--- config.mk ---
export PLATFORM = sky130hd
export DESIGN_NAME = ahb_burst_master
export DESIGN_NICKNAME = d
export VERILOG_FILES = /design/src/rtl/ahb_burst_master.sv
export SDC_FILE = /design/constraint.sdc
export NUM_CORES = 1
export LEC_CHECK = 0
export BUFFER_PORTS_ARGS = -buffer_cell sky130_fd_sc_hd__buf_2
export CAP_MARGIN = 20
export CORE_ASPECT_RATIO = 2
export CORE_MARGIN = 2
export CORE_UTILIZATION = 45
export DETAILED_ROUTE_END_ITERATION = 10
export PLACE_DENSITY = 0.73
export SYNTH_ARGS = -nofsm -noshare
export SYNTH_HDL_FRONTEND = slang
export SYNTH_SLANG_ARGS = --single-unit
--- constraint.sdc ---
create_clock -name Hclk -period 4.61 [get_ports Hclk]
set_input_delay 0.6915 -clock Hclk [delete_from_list [all_inputs] [get_ports Hclk]]
set_output_delay 0.6915 -clock Hclk [all_outputs]
set_load 0.1 [all_outputs]
--- src/rtl/ahb_burst_master.sv ---
// ahb_burst_master: AHB-Lite master running one SINGLE/INCR/WRAP command at a time
// with pipelined address/data phases, wait states and two-cycle ERROR abort.
module ahb_burst_master #(
    parameter int ADDR_W = 32,
    parameter int DATA_W = 32
) (
    input  logic              Hclk,
    input  logic              Hresetn,
    input  logic              cmd_valid,
    output logic              cmd_ready,
    input  logic              cmd_write,
    input  logic [ADDR_W-1:0] cmd_addr,
    input  logic [2:0]        cmd_burst,
    input  logic [2:0]        cmd_size,
    input  logic [DATA_W-1:0] wr_data,
    output logic              wr_data_req,
    output logic [DATA_W-1:0] rd_data,
    output logic              rd_valid,
    output logic              done,
    output logic              error,
    output logic [ADDR_W-1:0] Haddr,
    output logic [1:0]        Htrans,
    output logic              Hwrite,
    output logic [2:0]        Hsize,
    output logic [2:0]        Hburst,
    output logic [DATA_W-1:0] Hwdata,
    output logic              Hreadyin,
    input  logic              Hreadyout,
    input  logic [1:0]        Hresp,
    input  logic [DATA_W-1:0] Hrdata
);
    localparam logic [2:0] MAX_SIZE = 3'($clog2(DATA_W/8));
    typedef enum logic [2:0] {IDLE, ADDR, BURST, LAST, ERR} state_t;
    state_t state;
    logic [4:0] cnt;
    logic dphase;
    logic accept, err_first, wrap;
    logic [2:0] size_c;
    logic [ADDR_W-1:0] inc, mask, next_addr;

    function automatic logic [4:0] beats_of(input logic [2:0] b);
        return b[2:1] == 2'b00 ? 5'd1 : 5'd2 << b[2:1];
    endfunction

    assign size_c = cmd_size > MAX_SIZE ? MAX_SIZE : cmd_size;
    assign accept = Htrans[1] & Hreadyout;
    assign err_first = dphase & (Hresp == 2'b01) & ~Hreadyout;
    assign wrap = ~Hburst[0] & |Hburst[2:1];
    assign inc = ADDR_W'(1) << Hsize;
    assign mask = (ADDR_W'(beats_of(Hburst)) << Hsize) - ADDR_W'(1);
    assign next_addr = wrap ? (Haddr & ~mask) | ((Haddr + inc) & mask) : Haddr + inc;
    assign wr_data_req = accept & Hwrite;
    assign cmd_ready = Hreadyin & (state == IDLE);

    always_ff @(posedge Hclk or negedge Hresetn) begin
        if (!Hresetn) begin
            state    <= IDLE;
            cnt      <= '0;
            dphase   <= 1'b0;
            rd_data  <= '0;
            rd_valid <= 1'b0;
            done     <= 1'b0;
            error    <= 1'b0;
            Haddr    <= '0;
            Htrans   <= 2'b00;
            Hwrite   <= 1'b0;
            Hsize    <= 3'd0;
            Hburst   <= 3'd0;
            Hwdata   <= '0;
            Hreadyin <= 1'b0;
        end else begin
            Hreadyin <= 1'b1;
            done     <= 1'b0;
            error    <= 1'b0;
            rd_valid <= 1'b0;
            if (Hreadyout) dphase <= accept;
            if (wr_data_req) Hwdata <= wr_data;
            if (dphase & Hreadyout & ~Hwrite & (Hresp == 2'b00)) begin
                rd_data  <= Hrdata;
                rd_valid <= 1'b1;
            end
            case (state)
                IDLE: if (cmd_valid & cmd_ready) begin
                    Haddr  <= cmd_addr;
                    Htrans <= 2'b10;
                    Hwrite <= cmd_write;
                    Hsize  <= size_c;
                    Hburst <= cmd_burst;
                    cnt    <= beats_of(cmd_burst);
                    state  <= ADDR;
                end
                ADDR, BURST: if (err_first) begin
                    Htrans <= 2'b00;
                    state  <= ERR;
                end else if (Hreadyout) begin
                    // cnt counts addresses still to issue, including the one on the bus
                    if (cnt == 5'd1) begin
                        Htrans <= 2'b00;
                        state  <= LAST;
                    end else begin
                        Htrans <= 2'b11;
                        Haddr  <= next_addr;
                        cnt    <= cnt - 5'd1;
                        state  <= BURST;
                    end
                end
                LAST: if (err_first) state <= ERR;
                    else if (Hreadyout) begin
                        done  <= 1'b1;
                        state <= IDLE;
                    end
                ERR: if (Hreadyout) begin
                    done  <= 1'b1;
                    error <= 1'b1;
                    state <= IDLE;
                end
                default: state <= IDLE;
            endcase
        end
    end
endmodule

==> results of run 1 <==
-- Yosys cell counts, types with 5 or more instances --
cell,n
o22ai_1,8
o211ai_1,9
nand2b_1,5
inv_1,18
nand3_1,27
nor2_1,44
a2bb2oi_1,5
or3_1,6
dfrtp_1,118
nand4_1,6
mux2_2,36
buf_2,11
a21o_1,7
a31oi_1,10
and2_1,5
o21ai_1,5
clkbuf_1,23
nor3_1,11
nand2_1,158
nor2b_1,5
o21ai_0,27
ha_1,12
and3_1,9
a211oi_1,5
a21oi_1,39
xnor2_1,8
-- placed cells by master, fill, tap and decap left out, drive strengths merged, types with 19 or more instances in the layout --
cell type | Yosys | routed
a21oi | 39 | 39
mux2 | 36 | 36
o21ai | 32 | 32
buf | 19 | 226
nand2 | 159 | 159
nand3 | 28 | 28
clkbuf | 23 | 19
dfrtp | 118 | 118
nor2 | 46 | 46
inv | 18 | 21
-- worst register-to-register path, delay by kind of cell, from the launching register on --
family | cells | cell delay [ns]
DFF | 1 | 0.70
and+or+nand+nor | 4 | 1.38
AOI/OAI and AO/OA | 3 | 0.76
buffers and inverters | 1 | 0.25
adders and majority gates | 1 | 0.22
-- metrics by stage --
stage	cell area [sq um]	hold slack (ns)
floorplan	6320	0.396
global placement	7510	0.453
detailed placement	7510	0.457
CTS	8130	0.251
global route	8130	0.277
finish	8130	0.242
-- routing by layer --
layer	wire [um]	track usage (%)	part of all wire, %	vias to the layer above
met3	922	5.76	4.9	71
met5	0	0	0	-
met2	9910	42.3	53	217
met4	1090	16.3	5.8	0
li1	-	-	-	2837
met1	6770	26.9	36	2820
-- final timing paths --
check	endpoint	slack, ns	cells after the start
hold / removal	rd_data[21]	0.24	1
max in group asynchronous	Hreadyin	3.41	2
setup / recovery	flip-flop	1.23	9
min in group Hclk	rd_data[18]	0.46	3
hold reg to reg	rd_data[31]	0.47	2
setup reg to reg	flip-flop	1.23	9
-- cell type report --
type	count	area [sq um]	share of cell area (%)
Clock buffer	19	443	5.45
Clock inverter	13	173	2.12
Sequential cell	118	2950	36.3
Timing Repair Buffer	226	1150	14.2
Tap cell	189	236	2.91
Multi-Input combinational cell	513	3100	38.2
Antenna cell	1	2.50	0.0308
Inverter	18	67.6	0.831
-- logic make-up (layout without fill, tap and decap cells) --
group | after synthesis | count (layout) | share of synthesized area (%)
and+or+nand+nor | 300 | 300 | 22.2
AOI/OAI and AO/OA | 151 | 151 | 15.7
DFF | 118 | 118 | 46.7
buffers and inverters | 60 | 276 | 4.20
muxes | 37 | 37 | 6.57
adders and majority gates | 13 | 13 | 2.69
xor gates and xnor gates | 11 | 11 | 1.82
other | 1 | 2 | 0.0593
==> flow_metrics.py, run 1 <==
metrics = {
    "run_status": {
        "status": "finished, final reports clean",
    },
    "grt": {
        "grt_pass1_vias": 5990,
        "antenna_found_initial": 1,
        "grt_max_degree": 43,
        "grt_use_total_pct": 24.9,
        "gr-total-overflow": 0,
        "grt_pass1_wl_um": 28800,
    },
    "routing": {
        "drt_pass1_iterations": 5,
        "postRouteAntennaNets": 0,
        "dr.first_iter.drc_count": 251,
        "vias": 5945,
        "drc_errors": 0,
        "drt-vias-per-instance": 5.42,
        "drt_wl_total_um": 18700,
        "wl_per_cell_um": 17.0,
    },
    "critical_path": {
        "worst-path-max-fanout": 19,
        "worstSetupStartpoint": "Hsize[0]",
        "cp_cell_sequence": "inv_1 > nor3_1 > ha_1 > a21oi_1 > nand4b_1 > a211oi_4 > o21ai_1 > or4_1 > nand3_1",
        "crit_path_end_kind": "flip-flop",
        "cp_num_buf_inv": 1,
        "crit_required_ns": 4.95,
        "start_kind": "flip-flop",
        "critical_path_class": "reg2reg",
        "slowest_delay_ns": 0.70,
        "critPathSlowestCell": "dfrtp_1",
        "cp_data_arrival_time_ns": 3.73,
        "timing.rr.start": "Hsize[0]",
        "critical-path-top-delay-family": "simple AND/OR/NAND/NOR gates",
    },
    "timing": {
        "fin_ws_ns": 1.23,
        "timing.fmax_mhz": 296,
        "finalCriticalPeriod_ns": 3.38,
        "setup_violations": 0,
        "skew_ns": 0.00844,
        "final_max_slew_viol_count": 0,
        "tightest_slew_ns": 0.924,
        "fin_setup_tns_ns": 0,
        "finalHoldViolations": 0,
        "timing.final.crit_share_pct": 73.4,
        "relSlewSlack_pct": 38.3,
        "rsz0062_at_grt": "no",
    },
    "job": {
        "cap_viol_max_count": 0,
    },
    "die": {
        "start_util_pct": 45.7,
        "fp.dieArea_sq_um": 15100,
        "core-area_sq_um": 13800,
        "die_h_um": 172,
        "die_w_um": 87.8,
        "fp-row-count": 61,
        "pin_count": 220,
    },
    "cts": {
        "cts.reportedPaths.clkPinSlew_ns": 0.06,
        "numCtsBuffers": 17,
        "ctsResizeCount": 0,
        "htreeDepth": 4,
        "cts_hold_buf": 0,
        "post_cts_buffers": 0,
        "cts_tree": "built",
        "clkLatencyLatePin_ns": 0.41,
        "cts-root-buf": "clkbuf_16",
        "cts_sinks": 118,
        "clock_path_buffers": 2,
    },
    "synthesis": {
        "postSynthCellCount": 691,
        "ys_types": 76,
        "synth_area_sq_um": 6320,
        "ys.flop_type": "dfrtp_1",
        "synth_seq_cells": 118,
        "synth_edf_count": 0,
        "synth.avg_cell_area_sq_um": 9.15,
        "synth.top_cell.area_share_pct": 46.7,
        "async_flop_share_pct": 100,
        "yosys.area.top_type": "dfrtp_1",
        "ys_warn_count": 0,
        "synthTopCellsByArea": "dfrtp_1 47%, nand2_1 9.4%, mux2_2 6.4%, a21oi_1 3.1%, nor2_1 2.6%",
        "seq_area_frac_synth_pct": 46.7,
        "syn_nets": 813,
    },
    "layout": {
        "drive_gt1_share_pct": 34.3,
        "postLayoutCoreUtil_pct": 58.9,
        "nNetsFinal": 1016,
        "syn_to_final_growth_pct": 28.6,
        "layout.cells.non_filler": 1097,
        "num-fill-cells": 1271,
    },
    "place": {
        "hpwl_um": 13800,
        "io_buffers": 219,
        "gp_congestion": 0.908,
        "placedCellCount": 1064,
        "pre_cts_ws_ns": 1.31,
    },
    "min_path": {
        "hold_path_class": "in2async",
    },
}
Power of run 1 is not shown: default switching activity piles up to over one toggle a cycle in this logic, so the estimate is an artifact.
==> inputs of run 2 (changes only) <==
Clock period 4.61 ns to 3.3 ns, I/O delays scaled along.
==> flow_metrics.py, run 2 (synthesis results as in run 1) <==
metrics = {
    "run_status": {
        "status": "finished, final reports clean",
    },
    "timing": {
        "finalCriticalPeriod_ns": 3.02,
        "hold_slack_ns": 0.274,
        "fin_setup_tns_ns": 0,
        "tightest_slew_ns": 0.734,
        "finalHoldViolations": 0,
        "final_max_slew_viol_count": 0,
        "skew_ns": 0.00960,
        "timing.final.crit_share_pct": 91.5,
        "relSlewSlack_pct": 50.8,
        "setup_violations": 0,
        "rsz0062_at_grt": "no",
        "timing.fmax_mhz": 331,
    },
    "routing": {
        "postRouteAntennaNets": 0,
        "drt_pass1_iterations": 5,
        "wl_per_cell_um": 17.9,
        "drc_errors": 0,
        "dr.first_iter.drc_count": 327,
        "drt_wl_total_um": 19800,
        "drt-vias-per-instance": 5.48,
        "vias": 6080,
    },
    "cts": {
        "clkLatencyLatePin_ns": 0.41,
        "cts_sinks": 118,
        "cts_tree": "built",
        "numCtsBuffers": 17,
        "cts.reportedPaths.clkPinSlew_ns": 0.06,
        "htreeDepth": 4,
        "cts-root-buf": "clkbuf_16",
        "ctsResizeCount": 0,
        "clock_path_buffers": 2,
    },
    "critical_path": {
        "critical_path_class": "reg2reg",
        "worst-path-max-fanout": 19,
        "cp_data_arrival_time_ns": 3.35,
        "start_kind": "flip-flop",
        "crit_path_end_kind": "flip-flop",
        "crit_required_ns": 3.63,
        "timing.rr.start": "Hsize[2]",
        "worstSetupStartpoint": "Hsize[2]",
    },
    "layout": {
        "syn_to_final_growth_pct": 30.6,
        "final_cell_area_sq_um": 8250,
        "final_common_cell": "buf_2",
        "drive_gt1_share_pct": 35.5,
        "mostFrequentLayoutCells": "218 x buf_2, 158 x nand2_1, 115 x dfrtp_1",
        "nNetsFinal": 1030,
        "n_antenna_cell": 0,
    },
    "grt": {
        "grt_pass1_wl_um": 30900,
        "gr-total-overflow": 0,
        "grt_pass1_vias": 6192,
        "antenna_found_initial": 1,
        "grt_use_total_pct": 26.8,
        "grt_max_degree": 76,
    },
    "die": {
        "core-area_sq_um": 13800,
        "die_h_um": 172,
        "fp.dieArea_sq_um": 15100,
        "fp-row-count": 61,
        "start_util_pct": 45.7,
        "pin_count": 220,
        "die_w_um": 87.8,
    },
    "place": {
        "place_area_sq_um": 7620,
        "gp_congestion": 1.03,
        "io_buffers": 219,
        "hpwl_um": 14800,
    },
    "min_path": {
        "hold_path_class": "in2reg",
        "hold_start": "Hrdata[27]",
    },
    "job": {
        "cap_viol_max_count": 0,
    },
}
==> run 2: cell types whose count changed in the layout (fill, tap and decap cells not counted), sizes merged <==
| cell | delta |
|---|---|
| clkbuf | -1 |
| clkinv | -1 |
| clkinvlp | -1 |
| inv | +4 |
| diode | -1 |
| dlygate4sd3 | +1 |
| buf | +13 |
| bufinv | -1 |
==> run 2: routing by layer <==
| layer | up-vias | track usage, % | wire length, um |
|---|---|---|---|
| li1 | 2859 | - | - |
| met1 | 2885 | 27.7 | 7000 |
| met2 | 286 | 47.8 | 10500 |
| met3 | 50 | 7.34 | 1430 |
| met4 | 0 | 14.4 | 843 |
| met5 | - | 0 | 0 |
==> run 2: what timing repair did <==
| item | 4_1_cts | 5_1_grt |
|---|---|---|
| hold endpoints to repair | 0 | 19 |
| setup buffers | 0 | 0 |
| hold buffers | 0 | 1 |
==> run 2: final cells by class <==
class / count / area [sq um]
tap: 189 / 236
sequential: 118 / 2960
timing repair buffer: 240 / 1290
multi-input combinational: 513 / 3100
clock inverter: 14 / 166
inverter: 18 / 67.6
fill: 1213 / 5560
clock buffer: 18 / 429
==> run 2: critical path, stage by stage, from the launching register on <==
cell and delay [ns]:
dfrtp_2 0.53, or2_0 0.37, or4_1 0.46, ha_1 0.31, o32a_1 0.36, o311a_1 0.29, a31oi_1 0.41, nor2_1 0.07
a31oi_1 0.14
==> run 2: through the flow <==
stage	utilization (%)	std cells	worst slack, ns
2_1_floorplan	-	691	0.0206
3_3_place_gp	55.2	1076	0.426
3_5_place_dp	55.2	1076	0.369
4_1_cts	59.5	1108	0.360
5_1_grt	59.8	1110	0.0934
6_report	59.8	1110	0.280
==> run 2: path summary, 6_finish.rpt <==
| check | cells past startpoint | endpoint | slack [ns] |
|---|---|---|---|
| min in group asynchronous | 2 | rd_data[6] | 0.53 |
| max in group asynchronous | 4 | rd_data[23] | 1.94 |
| max | 8 | flip-flop | 0.28 |
| min reg2reg | 2 | rd_data[5] | 0.47 |
| min | 3 | rd_data[27] | 0.27 |
| max reg2reg | 8 | flip-flop | 0.28 |
Power of run 2 is left out for the same reason.
